<file path="src/rtl/stream_demux.sv">
// stream_demux: registered one-hot demultiplexer routing each input beat to one of N valid/ready lanes.
// Latency: 1 cycle from input acceptance to o_valid; zero-hot or multi-hot selects are dropped with an o_err pulse.
// Backpressure: i_ready = !full || the held beat drains this cycle, giving full throughput while the destination lane is ready.
// Optional: define STREAM_DEMUX_DROP_CNT_EN to add the 16-bit saturating o_drop_cnt output.
module stream_demux #(
  parameter int DW = 1,
  parameter int N  = 2
) (
  input  logic            clk,
  input  logic            rst,
  input  logic            i_valid,
  output logic            i_ready,
  input  logic [N-1:0]    i_sel,
  input  logic [DW-1:0]   i_data,
  output logic [N-1:0]    o_valid,
  input  logic [N-1:0]    o_ready,
  output logic [N*DW-1:0] o_data,
  output logic            o_err
`ifdef STREAM_DEMUX_DROP_CNT_EN
  ,
  output logic [15:0]     o_drop_cnt
`endif
);

  // Holding register: one beat plus its destination lane.
  typedef struct packed {
    logic          full;
    logic [N-1:0]  sel;
    logic [DW-1:0] data;
  } hold_t;

  hold_t hold_q;
  logic  err_q;
  logic  drain;
  logic  accept;
  logic  sel_legal;

  // A select is usable only when it names exactly one lane.
  assign sel_legal = ($countones(i_sel) == 1);

  // The held beat leaves when its own lane is ready; other lanes' ready is ignored.
  assign drain   = hold_q.full && (|(hold_q.sel & o_ready));
  assign i_ready = !rst && (!hold_q.full || drain);
  assign accept  = i_valid && i_ready;

  assign o_valid = hold_q.full ? hold_q.sel : '0;
  assign o_err   = err_q;

  // Lane data is gated so that only the active lane ever carries a non-zero value.
  for (genvar k = 0; k < N; k++) begin : g_lane
    assign o_data[k*DW +: DW] = o_valid[k] ? hold_q.data : '0;
  end

  // Holding register update: reload on legal accept (even while draining), clear on drain alone.
  always_ff @(posedge clk) begin
    if (rst) begin
      hold_q <= '0;
      err_q  <= 1'b0;
    end else begin
      err_q <= accept && !sel_legal;
      if (accept && sel_legal) begin
        hold_q.full <= 1'b1;
        hold_q.sel  <= i_sel;
        hold_q.data <= i_data;
      end else if (drain) begin
        hold_q.full <= 1'b0;
      end
    end
  end

`ifdef STREAM_DEMUX_DROP_CNT_EN
  logic [15:0] drop_cnt_q;

  // Saturating count of dropped illegal-select beats, stepping on the same edge as o_err.
  always_ff @(posedge clk) begin
    if (rst) begin
      drop_cnt_q <= '0;
    end else if (accept && !sel_legal && (drop_cnt_q != 16'hFFFF)) begin
      drop_cnt_q <= drop_cnt_q + 16'd1;
    end
  end

  assign o_drop_cnt = drop_cnt_q;
`endif

endmodule

</file>
<file path="config.mk">
export PLATFORM = sky130hd
export DESIGN_NAME = stream_demux
export DESIGN_NICKNAME = d
export VERILOG_FILES = /design/src/rtl/stream_demux.sv
export SDC_FILE = /design/constraint.sdc
export NUM_CORES = 1
export LEC_CHECK = 0
export CORE_AREA = 2 2 39 41
export CTS_BUF_LIST = sky130_fd_sc_hd__clkbuf_8
export DETAILED_ROUTE_END_ITERATION = 10
export DIE_AREA = 0 0 41 43
export HOLD_SLACK_MARGIN = 0.03
export PLACE_DENSITY = 0.59
export SYNTH_ARGS = -nofsm -noshare
export SYNTH_HDL_FRONTEND = slang
export SYNTH_SLANG_ARGS = --single-unit
</file>
<file path="constraint.sdc">
create_clock -name clk -period 1.44 [get_ports clk]
set_input_delay 0.36 -clock clk [delete_from_list [all_inputs] [get_ports clk]]
set_output_delay 0.36 -clock clk [all_outputs]
set_load 0.01 [all_outputs]
</file>
Word level (Yosys, flattened, before mapping). Index checks and enable logic that the tools add are counted.

Register bits: 5.

Mux-type cells: 5. Reductions and logical operators: 11. Bitwise gates (word level): 1. Equal/unequal tests: 1. Add/subtract/negate cells: 1.

Operator list (count): $logic_and A1 B1 Y1 (5); $mux W1 (4); $logic_not A1 Y1 (3); $add A1 B1 Y2 (1); $and A2 B2 Y2 (1); $eq A2 B1 Y1 const B (1); $mux W2 (1); $reduce_bool A2 Y1 (1); $reduce_or A2 Y1 (1); $logic_or A1 B1 Y1 (1).

Longest topological paths before layout. Gate-level depths: netlist (run 1).

Word-level depth: 8. Mapped depth: 3.

Worst setup path before layout (run 1). OpenSTA, ideal clock, no wires.

Path kind: register to output. Start point: reg hold_q[3] (netlist bit). End point: out i_ready. Path slack: 353 ps. Cell stages (with the launch flop): 3. Required time: 1080 ps. Arrival: 727 ps. Cell sequence: dfxtp_1 a21boi_4 a21oi_1.

Cells in the longest elaborated chain, start to end: 3. Elaborated cells between the ends (all ways): 4. Classes of those cells: reduce/logical: 4.

Ends and longest elaborated chain: start, declared (RTL line 32) `hold_t hold_q;`; $logic_not A1 Y1 / $logic_and A1 B1 Y1 (equally long branches) (RTL line 43, 42); $logic_or A1 B1 Y1 * (RTL line 43) `assign i_ready = !rst && (!hold_q.full || drain);`; $logic_and A1 B1 Y1 * (RTL line 43); end, declared (RTL line 12) `output logic i_ready,`.

Every way passes the cells marked *; elsewhere a longest branch is shown, timed or not.

Final worst setup path (run 1).
Start point: reg err_q (netlist: o_err). End point: out o_err.

RTL lines: start, declared (RTL line 33) `logic err_q;`; start signal, assigned (RTL line 60) `err_q <= accept && !sel_legal;`; end, declared (RTL line 18) `output logic o_err`.

No word-level cell between the ends.

==> results of run 1 <==
what timing repair did:
action / 4_1_cts / 5_1_grt
endpoints found under the setup margin: 6 / 2
gates resized for setup: 11 / 6
setup buffers: 0 / 0
endpoints found under the hold margin: 0 / 0
placed cells by master, fill, tap and decap left out:
cell | Yosys | layout
a211o_1 | 1 | 1
nand2b_4 | 0 | 1
and2_2 | 1 | 1
o21ai_0 | 1 | 1
xor2_1 | 1 | 1
nor2_1 | 1 | 1
a21oi_2 | 0 | 1
a211oi_1 | 1 | 1
nand2_2 | 0 | 1
and3_2 | 1 | 1
buf_4 | 0 | 6
a221oi_2 | 1 | 1
dfxtp_1 | 5 | 3
nand2b_1 | 4 | 3
buf_2 | 0 | 1
inv_1 | 2 | 3
dlymetal6s2s_1 | 0 | 3
mux2i_1 | 1 | 1
dlygate4sd2_1 | 0 | 5
and3_1 | 1 | 1
o21a_1 | 1 | 1
a2111oi_0 | 1 | 1
nand2_1 | 2 | 1
a31oi_1 | 1 | 1
nand3_1 | 1 | 1
clkbuf_8 | 0 | 3
clkdlybuf4s50_1 | 0 | 4
a2111oi_2 | 1 | 1
dfxtp_2 | 0 | 2
and2_1 | 1 | 1
a21boi_4 | 1 | 1
a22oi_1 | 1 | 1
area by class of cell:
type / count / area, um2
fill: 140 / 831
multi-input combinational: 25 / 206
timing repair buffer: 19 / 171
sequential: 5 / 103
clock buffer: 3 / 41.3
tap: 16 / 20.0
inverter: 2 / 7.51
clock inverter: 1 / 3.75
power groups by stage:
| stage | Combinational [mW] | Sequential, mW | Clock [mW] |
|---|---|---|---|
| after floorplan | 0.0390 | 0.157 | 0 |
| after global placement | 0.0937 | 0.158 | 0 |
| after detailed placement | 0.0942 | 0.158 | 0 |
| after CTS | 0.0906 | 0.157 | 0.258 |
| after global routing | 0.102 | 0.158 | 0.265 |
| final | 0.0928 | 0.157 | 0.252 |
logic make-up after synthesis:
group / count (synthesis) / synth area share
xor gates and xnor gates: 1 / 0.0292
DFF: 5 / 0.333
AOI/OAI and AO/OA: 11 / 0.350
and+or+nand+nor: 12 / 0.229
buffers and inverters: 2 / 0.0250
muxes: 1 / 0.0333
sequential cells by signal, summed over array words and instances, names as in the netlist:
| name | flops |
|---|---|
| hold_q | 4 |
| o_err | 1 |
how the worst max path moves through the flow:
stage                                start  endpoint  slack, ps  depth (start not counted)
floorplan           hold_q[3]$_SDFFE_PP0P_   i_ready        350                          2
global placement                o_ready[1]   i_ready       -530                          4
detailed placement              o_ready[1]   i_ready       -550                          4
CTS                             o_ready[0]   i_ready        -80                          4
global route              o_err$_SDFF_PP0_     o_err         20                          1
finish                    o_err$_SDFF_PP0_     o_err         50                          1
per-stage QoR:
step | cell area [um2] | setup TNS (ps) | std cells | setup slack, ps
2_1_floorplan | 300 | 0 | 32 | 353
3_3_place_gp | 495 | -1220 | 67 | -533
3_5_place_dp | 495 | -1320 | 67 | -554
4_1_cts | 532 | -78.3 | 71 | -78.3
5_1_grt | 553 | 0 | 71 | 16.6
6_report | 553 | 0 | 71 | 45.2
per-layer routing:
layer  vias up  wire (um)
li1        165          -
met5         -          0
met4         0         23
met1       140        310
met2        14        287
met3         2         50
==> impl_metrics.toml, run 1 <==
[grt]
busiest_layer = "met1"
antenna_found_initial = 0
grt_pass1_vias = 290
grt_max_degree = 7
gr-usage-met3 = 0
grtUsageMet1 = 0.138
track_usage = 0.0953
grt_pass1_wl_um = 1150
grt_overflow = 0
met2_usage = 0.125

[hold_path]
hp-class = "register to register"
min_path_cells = 2
holdPathEnd = "hold_q[0]$_SDFFE_PP0P_"
hold_start = "hold_q[0]$_SDFFE_PP0P_"

[detailed_routing]
vias = 321
wire_per_inst_um = 9.46
finalWirelength_um = 672
route.detailed.drc = 0
first_pass_iters = 4
vias_per_cell = 4.52
drt_iter0_markers = 7
ant_nets = 0

[final_layout]
utilization = 0.400
nets = 64
antenna_cells = 0
drive_gt1_frac = 0.364
syn2layout_area_growth_pct = 84.2

[power]
p_per_area_mw_per_mm2 = 906
peakVddDrop_v = 0.000284
p_comb_frac = 0.185
internal_power_mw = 0.386
netSwitchingPower_mw = 0.115
pwr-share-seq = 0.313
p_sw_frac = 0.229
p_clk_frac = 0.502
leakagePower_nw = 0.267
p_total_mw = 0.501

[worst_setup_path]
reg2regPathDepth = 4
crit_family = "buffers and inverters"
crit_path_end_kind = "primary output"
critical_path_arrival_ps = 1030
required_ps = 1080
reg2reg_slack_ps = 240
max_stage_delay_ps = 520
critPathMaxFanout = 1
r2r-end = "hold_q[0]$_SDFFE_PP0P_"
slowest_stage = "clkdlybuf4s50_1"
r2r-start = "hold_q[3]$_SDFFE_PP0P_"
startpoint_type = "register"
crit_chain = "clkdlybuf4s50_1"
worst-setup-path-type = "register to primary output"
crit_buf_inv = 1

[run]
maxCapViolations = 0

[floorplan]
row_count = 14
core_area_mm2 = 0.00138
die_w_um = 41
die_h_um = 43
io_pins = 14
dieArea_mm2 = 0.00176
initial_core_util = 0.217

[logic_synthesis]
synthCells = 32
synth_warnings = 0
syn_area_um2 = 300
synthTopCellsByArea = "dfxtp_1 33%, nand2b_1 8.3%, a21boi_4 6.3%, a2111oi_2 5.0%, a221oi_2 5.0%"
synth-edff-count = 0
synth_top_area_frac = 0.333
yosysMostFrequentCell = "dfxtp_1"
synthTopCellsByCount = "5 x dfxtp_1, 4 x nand2b_1, 2 x inv_1, 2 x nand2_1"
synth_top_cell_by_area = "dfxtp_1"
yosys.cell_types.count = 23
syn_avg_cell_area_um2 = 9.38
synth_nets = 40
ys_ff_latch = 5
ys_seq_area_frac = 0.333
synth_ff_type = "dfxtp_1"
synthArstFlopShare = 0

[sta]
relSlewSlack = 0.771
setup_viol = 0
rsz0062_at_grt = "no"
worst_slew_pin_slew_ps = 335
fin_crit_sh = 0.969
clock_skew_ps = 0.444
timing.hold.ws_ps = 496
slew_viol_final = 0
min_period_ps = 1390
final-hold-violation-count = 0
max_freq_mhz = 717

[clocking]
cts.clk_slew.worst_paths_ps = 30
cts_tree = "yes"
insertion_delay_ps = 220
postCtsHoldBufs = 0
cts_buffers = 3
cts_sinks = 5
h-tree-depth = 1
root_buffer = "clkbuf_8"
clockBufferDepth = 2

[placement]
port_buffers = 13
hpwl_um = 539
gp_congestion = 0.711

[run_status]
status = "completed"
(Power assumes the default switching activity.)
==> inputs of run 2 (changes only) <==
==> constraint.sdc (replaced) <==
create_clock -name clk -period 1.44 [get_ports clk]
set_input_delay 0.288 -clock clk [delete_from_list [all_inputs] [get_ports clk]]
set_output_delay 0.288 -clock clk [all_outputs]
set_load 0.01 [all_outputs]
==> run 2 against run 1 <==
Count of clock-buffer cells in the layout stayed put. Fmax is 1.8% higher. Largest cell class unchanged. Critical path depth is 3 higher. Register-to-register slack hardly changed. Die area stayed put. Setup slack better by 24 ps. Largest power group unchanged.
==> impl_metrics.toml, run 2 (same netlist as run 1, synthesis figures left out) <==
[run_status]
status = "completed"

[worst_setup_path]
critical_path_arrival_ps = 1080
required_ps = 1150
r2r-start = "hold_q[3]$_SDFFE_PP0P_"
max_stage_delay_ps = 460
reg2regPathDepth = 4
worst-setup-path-type = "input port to primary output"
slowest_stage = "clkdlybuf4s50_1"
crit_path_end = "i_ready"
crit_path_end_kind = "primary output"
startpoint_type = "input port"
r2r-end = "hold_q[0]$_SDFFE_PP0P_"
critPathLaunch = "o_ready[0]"
critPathMaxFanout = 2
crit_chain = "clkdlybuf4s50_1, nand2_1, a21oi_1, buf_2"
reg2reg_slack_ps = 250

[grt]
grt_overflow = 0
grt_max_degree = 7
grt_pass1_vias = 290
grt_pass1_wl_um = 1150
antenna_found_initial = 0
track_usage = 0.0953

[detailed_routing]
ant_nets = 0
drt_iter0_markers = 3
route.detailed.drc = 0
finalWirelength_um = 658
wire_per_inst_um = 9.27
vias = 312
first_pass_iters = 3
vias_per_cell = 4.39

[final_layout]
final_common_cell = "clkdlybuf4s50_1"
utilization = 0.384
antenna_cells = 0
syn2layout_area_growth_pct = 77.1
nets = 64
fin_cells = 71
top_register = "hold_q"
drive_gt1_frac = 0.309
mostFrequentLayoutCells = "7 x clkdlybuf4s50_1, 6 x buf_4, 5 x dlygate4sd2_1"
largest_reg_flops = 4

[sta]
setup_viol = 0
slew_viol_final = 0
worst_slew_pin_slew_ps = 335
rsz0062_at_grt = "no"
final-hold-violation-count = 0
max_freq_mhz = 730
min_period_ps = 1370
fin_crit_sh = 0.952
timing.hold.ws_ps = 496
clock_skew_ps = 0.494
relSlewSlack = 0.771

[floorplan]
core_area_mm2 = 0.00138
io_pins = 14
die_w_um = 41
die_h_um = 43
dieArea_mm2 = 0.00176
row_count = 14
initial_core_util = 0.217

[placement]
gp_congestion = 0.711
port_buffers = 13
place_inst = 67
hpwl_um = 539

[power]
p_comb_frac = 0.180
pwr-share-seq = 0.314
netSwitchingPower_mw = 0.113
p_per_area_mw_per_mm2 = 937
leakagePower_nw = 0.233
p_sw_frac = 0.227
peakVddDrop_v = 0.000284
internal_power_mw = 0.385
p_clk_frac = 0.506

[clocking]
clockBufferDepth = 2
insertion_delay_ps = 220
cts.clk_slew.worst_paths_ps = 30
h-tree-depth = 1
cts_buffers = 3
cts_tree = "yes"
cts_setup_buffers = 0
root_buffer = "clkbuf_8"
cts_sinks = 5

[run]
maxCapViolations = 0

[hold_path]
hp-class = "register to register"
## run 2: changes by cell type in the layout (fill, tap and decap cells not counted), sizes merged
cell	previous run	this run
dlymetal6s2s	3	0
clkdlybuf4s50	4	7
## run 2: layer usage
| metal | track usage | part of all wire | routed length (um) | up-vias |
|---|---|---|---|---|
| met4 | 0.0800 | 0.038 | 25 | 0 |
| met2 | 0.125 | 0.42 | 277 | 12 |
| met1 | 0.138 | 0.47 | 308 | 133 |
| met3 | 0 | 0.071 | 47 | 2 |
| li1 | - | - | - | 165 |
| met5 | 0 | 0 | 0 | - |
## run 2: critical path, delay by kind of cell
family	cells	cell delay [ps]
simple gates	1	70
buf+inv	2	600
compound gates	1	130
## run 2: worst min-delay path by stage
| stage | start | cells past startpoint | slack (ps) | endpoint |
|---|---|---|---|---|
| after global placement | hold_q[0]$_SDFFE_PP0P_ | 2 | 490 | hold_q[0]$_SDFFE_PP0P_ |
| after detailed placement | hold_q[0]$_SDFFE_PP0P_ | 2 | 500 | hold_q[0]$_SDFFE_PP0P_ |
| after global routing | hold_q[0]$_SDFFE_PP0P_ | 2 | 520 | hold_q[0]$_SDFFE_PP0P_ |
| after floorplan | rst | 1 | 360 | hold_q[2]$_SDFFE_PP0P_ |
| final | hold_q[0]$_SDFFE_PP0P_ | 2 | 500 | hold_q[0]$_SDFFE_PP0P_ |
| after CTS | hold_q[0]$_SDFFE_PP0P_ | 2 | 500 | hold_q[0]$_SDFFE_PP0P_ |
## run 2: area by class of cell
| type | count | area [um2] |
|---|---|---|
| tap | 16 | 20.0 |
| clock inverter | 1 | 3.75 |
| clock buffer | 3 | 41.3 |
| timing repair buffer | 19 | 164 |
| inverter | 2 | 7.51 |
| multi-input combinational | 25 | 193 |
| sequential | 5 | 103 |
| fill | 141 | 852 |
## run 2: what timing repair did
item	in CTS	in global routing
endpoints found under the setup margin	5	0
resized for setup	11	0
hold endpoints to repair	0	0
hold buffers	0	0
## run 2: power by group through the flow
stage                     logic (mW)  registers, mW  clock network [mW]
after floorplan               0.0390          0.157                   0
after global placement        0.0937          0.158                   0
after detailed placement      0.0942          0.158                   0
after CTS                     0.0906          0.157               0.258
after global routing          0.0989          0.158               0.265
final                         0.0896          0.157               0.252
## run 2: through the flow
| step | setup slack, ps | TNS, ps | power (mW) | instance area [um2] |
|---|---|---|---|---|
| after global routing | 14.8 | 0 | 0.521 | 532 |
| final | 69.7 | 0 | 0.498 | 532 |
| after CTS | 65.7 | 0 | 0.505 | 532 |
| after detailed placement | -410 | -869 | 0.252 | 495 |
| after floorplan | 425 | 0 | 0.196 | 300 |
| after global placement | -389 | -775 | 0.251 | 495 |
==> edit, RTL diff (settings of run 1) <==
`N`: 2 -> 1.
--- a/src/rtl/stream_demux.sv
+++ b/src/rtl/stream_demux.sv
@@ -4,7 +4,7 @@
 // Optional: define STREAM_DEMUX_DROP_CNT_EN to add the 16-bit saturating o_drop_cnt output.
 module stream_demux #(
   parameter int DW = 1,
-  parameter int N  = 2
+  parameter int N  = 1
 ) (
   input  logic            clk,
   input  logic            rst,
Interface: changed (resized i_sel, o_data, o_ready and o_valid); port bits go from 14 to 10. The function was not compared with the original's and may differ.
==> edit against run 1 <==
  * Worst hold slack got worse by 0.031 ns
  * Clock power is 8% lower
  * Fmax decreased by 0.29%
  * Routed wire length shrank 45%
  * Clock skew up 0.0014 ns
  * Total power fell by 19%
  * Design area decreased by 37%
  * Setup slack worse by 0.0040 ns
  * Non-clock buffer count decreased by 5
  * Synthesized area decreased by 44%
  * Sequential cell count is 1 lower
  * Critical path type unchanged
  * Critical endpoint unchanged
  * Largest cell class is now non-clock buffers
  * Largest power group unchanged
==> edit: results (changes against run 1) <==
Min path
  – Hold path depth: 2 (unchanged)
  – Hold endpoint: hold_q[0]$_SDFFE_PP0P_ (unchanged)
  – Hold path startpoint: hold_q[0]$_SDFFE_PP0P_ (unchanged)

Power and ir drop
  – LEAKAGE: 0.000159 uW (was 0.000267 uW)
  – Peak supply drop: 0.377 mV (was 0.284 mV)
  – Sw frac: 18.9% (was 22.9%)
  – Sequential Power Share: 30.2% (was 31.3%)
  – Combinational Power Share: 12.6% (was 18.5%)

Placed design
  – Hpwl dp: 297 um (was 539 um)
  – Port-buffer cells: 9 (was 13)
  – GP Congestion: 0.615 (was 0.711)

Critical path
  – FF-to-FF setup slack: 0.31 ns (was 0.24 ns)
  – Critical Path Fanout Max: 1 (unchanged)
  – Crit path largest cell delay: 0.52 ns (about the same)
  – Reg-to-reg critical path startpoint: hold_q[2]$_SDFFE_PP0P_ (was hold_q[3]$_SDFFE_PP0P_)

Route
  – Drt first pass iters: 2 (was 4)
  – Via-to-Cell Ratio: 3.68 (was 4.52)
  – Drt initial violations: 2 (was 7)
  – Total Wirelength: 371 um (was 672 um)

Timing
  – Final clock skew: 0.00180 ns (was 0.000444 ns)
  – Final Setup Violations: 0 (unchanged)
  – Hold_ws: 0.465 ns (was 0.496 ns)
  – Max-slew headroom: 84.6% (was 77.1%)

Yosys
  – Compound-Gate Fraction of Synth Area: 25.9% (was 35.0%)
  – Register area share after synthesis: 47.4% (was 33.3%)
  – Mux cell area share after synthesis: 0% (was 3.33%)
  – Synth Area in XOR/XNOR: 0% (was 2.92%)
  – Synth top area cells: dfxtp_1 (47%), a21boi_4 (11%), nor2_1 (6.7%) (was dfxtp_1 (33%), nand2b_1 (8.3%), a21boi_4 (6.3%))
  – Top cells by count, synth: dfxtp_1 (4), nor2_1 (3), a21oi_1 (2) (was dfxtp_1 (5), nand2b_1 (4), inv_1 (2), nand2_1 (2))
  – Post-Syn Nets: 23 (was 40)
  – Unique masters post-synth: 11 (was 23)
  – Synth warn: 0 (unchanged)

GRT
  – Total track usage: 6.04% (was 9.53%)
  – Vias in the first global route: 143 (was 290)
  – First-pass GRT wire length: 593 um (was 1150 um)
  – Largest net degree at the start of global routing: 5 (was 7)

Run status
  – Status: completed (unchanged)

Final layout
  – Largest register by flop count: hold_q (unchanged)
  – Nets: 42 (was 64)
  – Share of post-route cells with drive strength above 1: 32.4% (was 36.4%)
  – Number of flip-flops in the largest register: 3 (was 4)

Clock network
  – # H-tree levels: 1 (unchanged)
==> edit: how the worst max path moves through the flow <==
stage                             end  slack (ns)  cells after the start                    from
6_report                        o_err        0.04                      1        o_err$_SDFF_PP0_
3_5_place_dp                  i_ready       -0.48                      4                 o_ready
4_1_cts                         o_err        0.03                      1        o_err$_SDFF_PP0_
2_1_floorplan  hold_q[0]$_SDFFE_PP0P_        0.46                      3  hold_q[2]$_SDFFE_PP0P_
5_1_grt                         o_err       0.009                      1        o_err$_SDFF_PP0_
3_3_place_gp                  i_ready       -0.48                      4                 o_ready
==> edit: timing repair <==
| item | in CTS | in global routing |
|---|---|---|
| buffers inserted | 0 | 0 |
| gates resized for setup | 8 | 0 |
| hold buffers | 0 | 0 |
| endpoints found under the setup margin | 3 | 0 |
==> edit: metrics by stage <==
step           util, %  total power, uW  instances  area, um2  setup WS [ns]
2_1_floorplan        -              142         17        169          0.462
3_3_place_gp      22.9              180         47        317         -0.485
3_5_place_dp      22.9              180         47        317         -0.480
4_1_cts           25.3              414         50        350         0.0317
5_1_grt           25.3              432         50        350        0.00860
6_report          25.3              408         50        350         0.0412
==> edit: worst register-to-register path, delay by kind of cell (launching register included) <==
kind	cells	cell delay [ns]
and+or+nand+nor	1	0.36
DFF	1	0.31
AOI/OAI and AO/OA	2	0.25
buffers and inverters	1	0.14
==> edit: area by class of cell <==
cell class | count | area, um2
flip-flops and latches | 4 | 81.3
multi-input cells | 13 | 88.8
repair buffers | 14 | 119
fillers | 162 | 1030
well taps | 16 | 20.0
clock buffers | 3 | 41.3
==> edit: layer usage <==
layer / up-vias / global-route usage (%) / routed length, um
li1: 97 / - / -
met1: 75 / 7.12 / 180
met2: 10 / 4.38 / 127
met3: 2 / 6.28 / 46
met4: 0 / 8.00 / 17
met5: - / 0 / 0
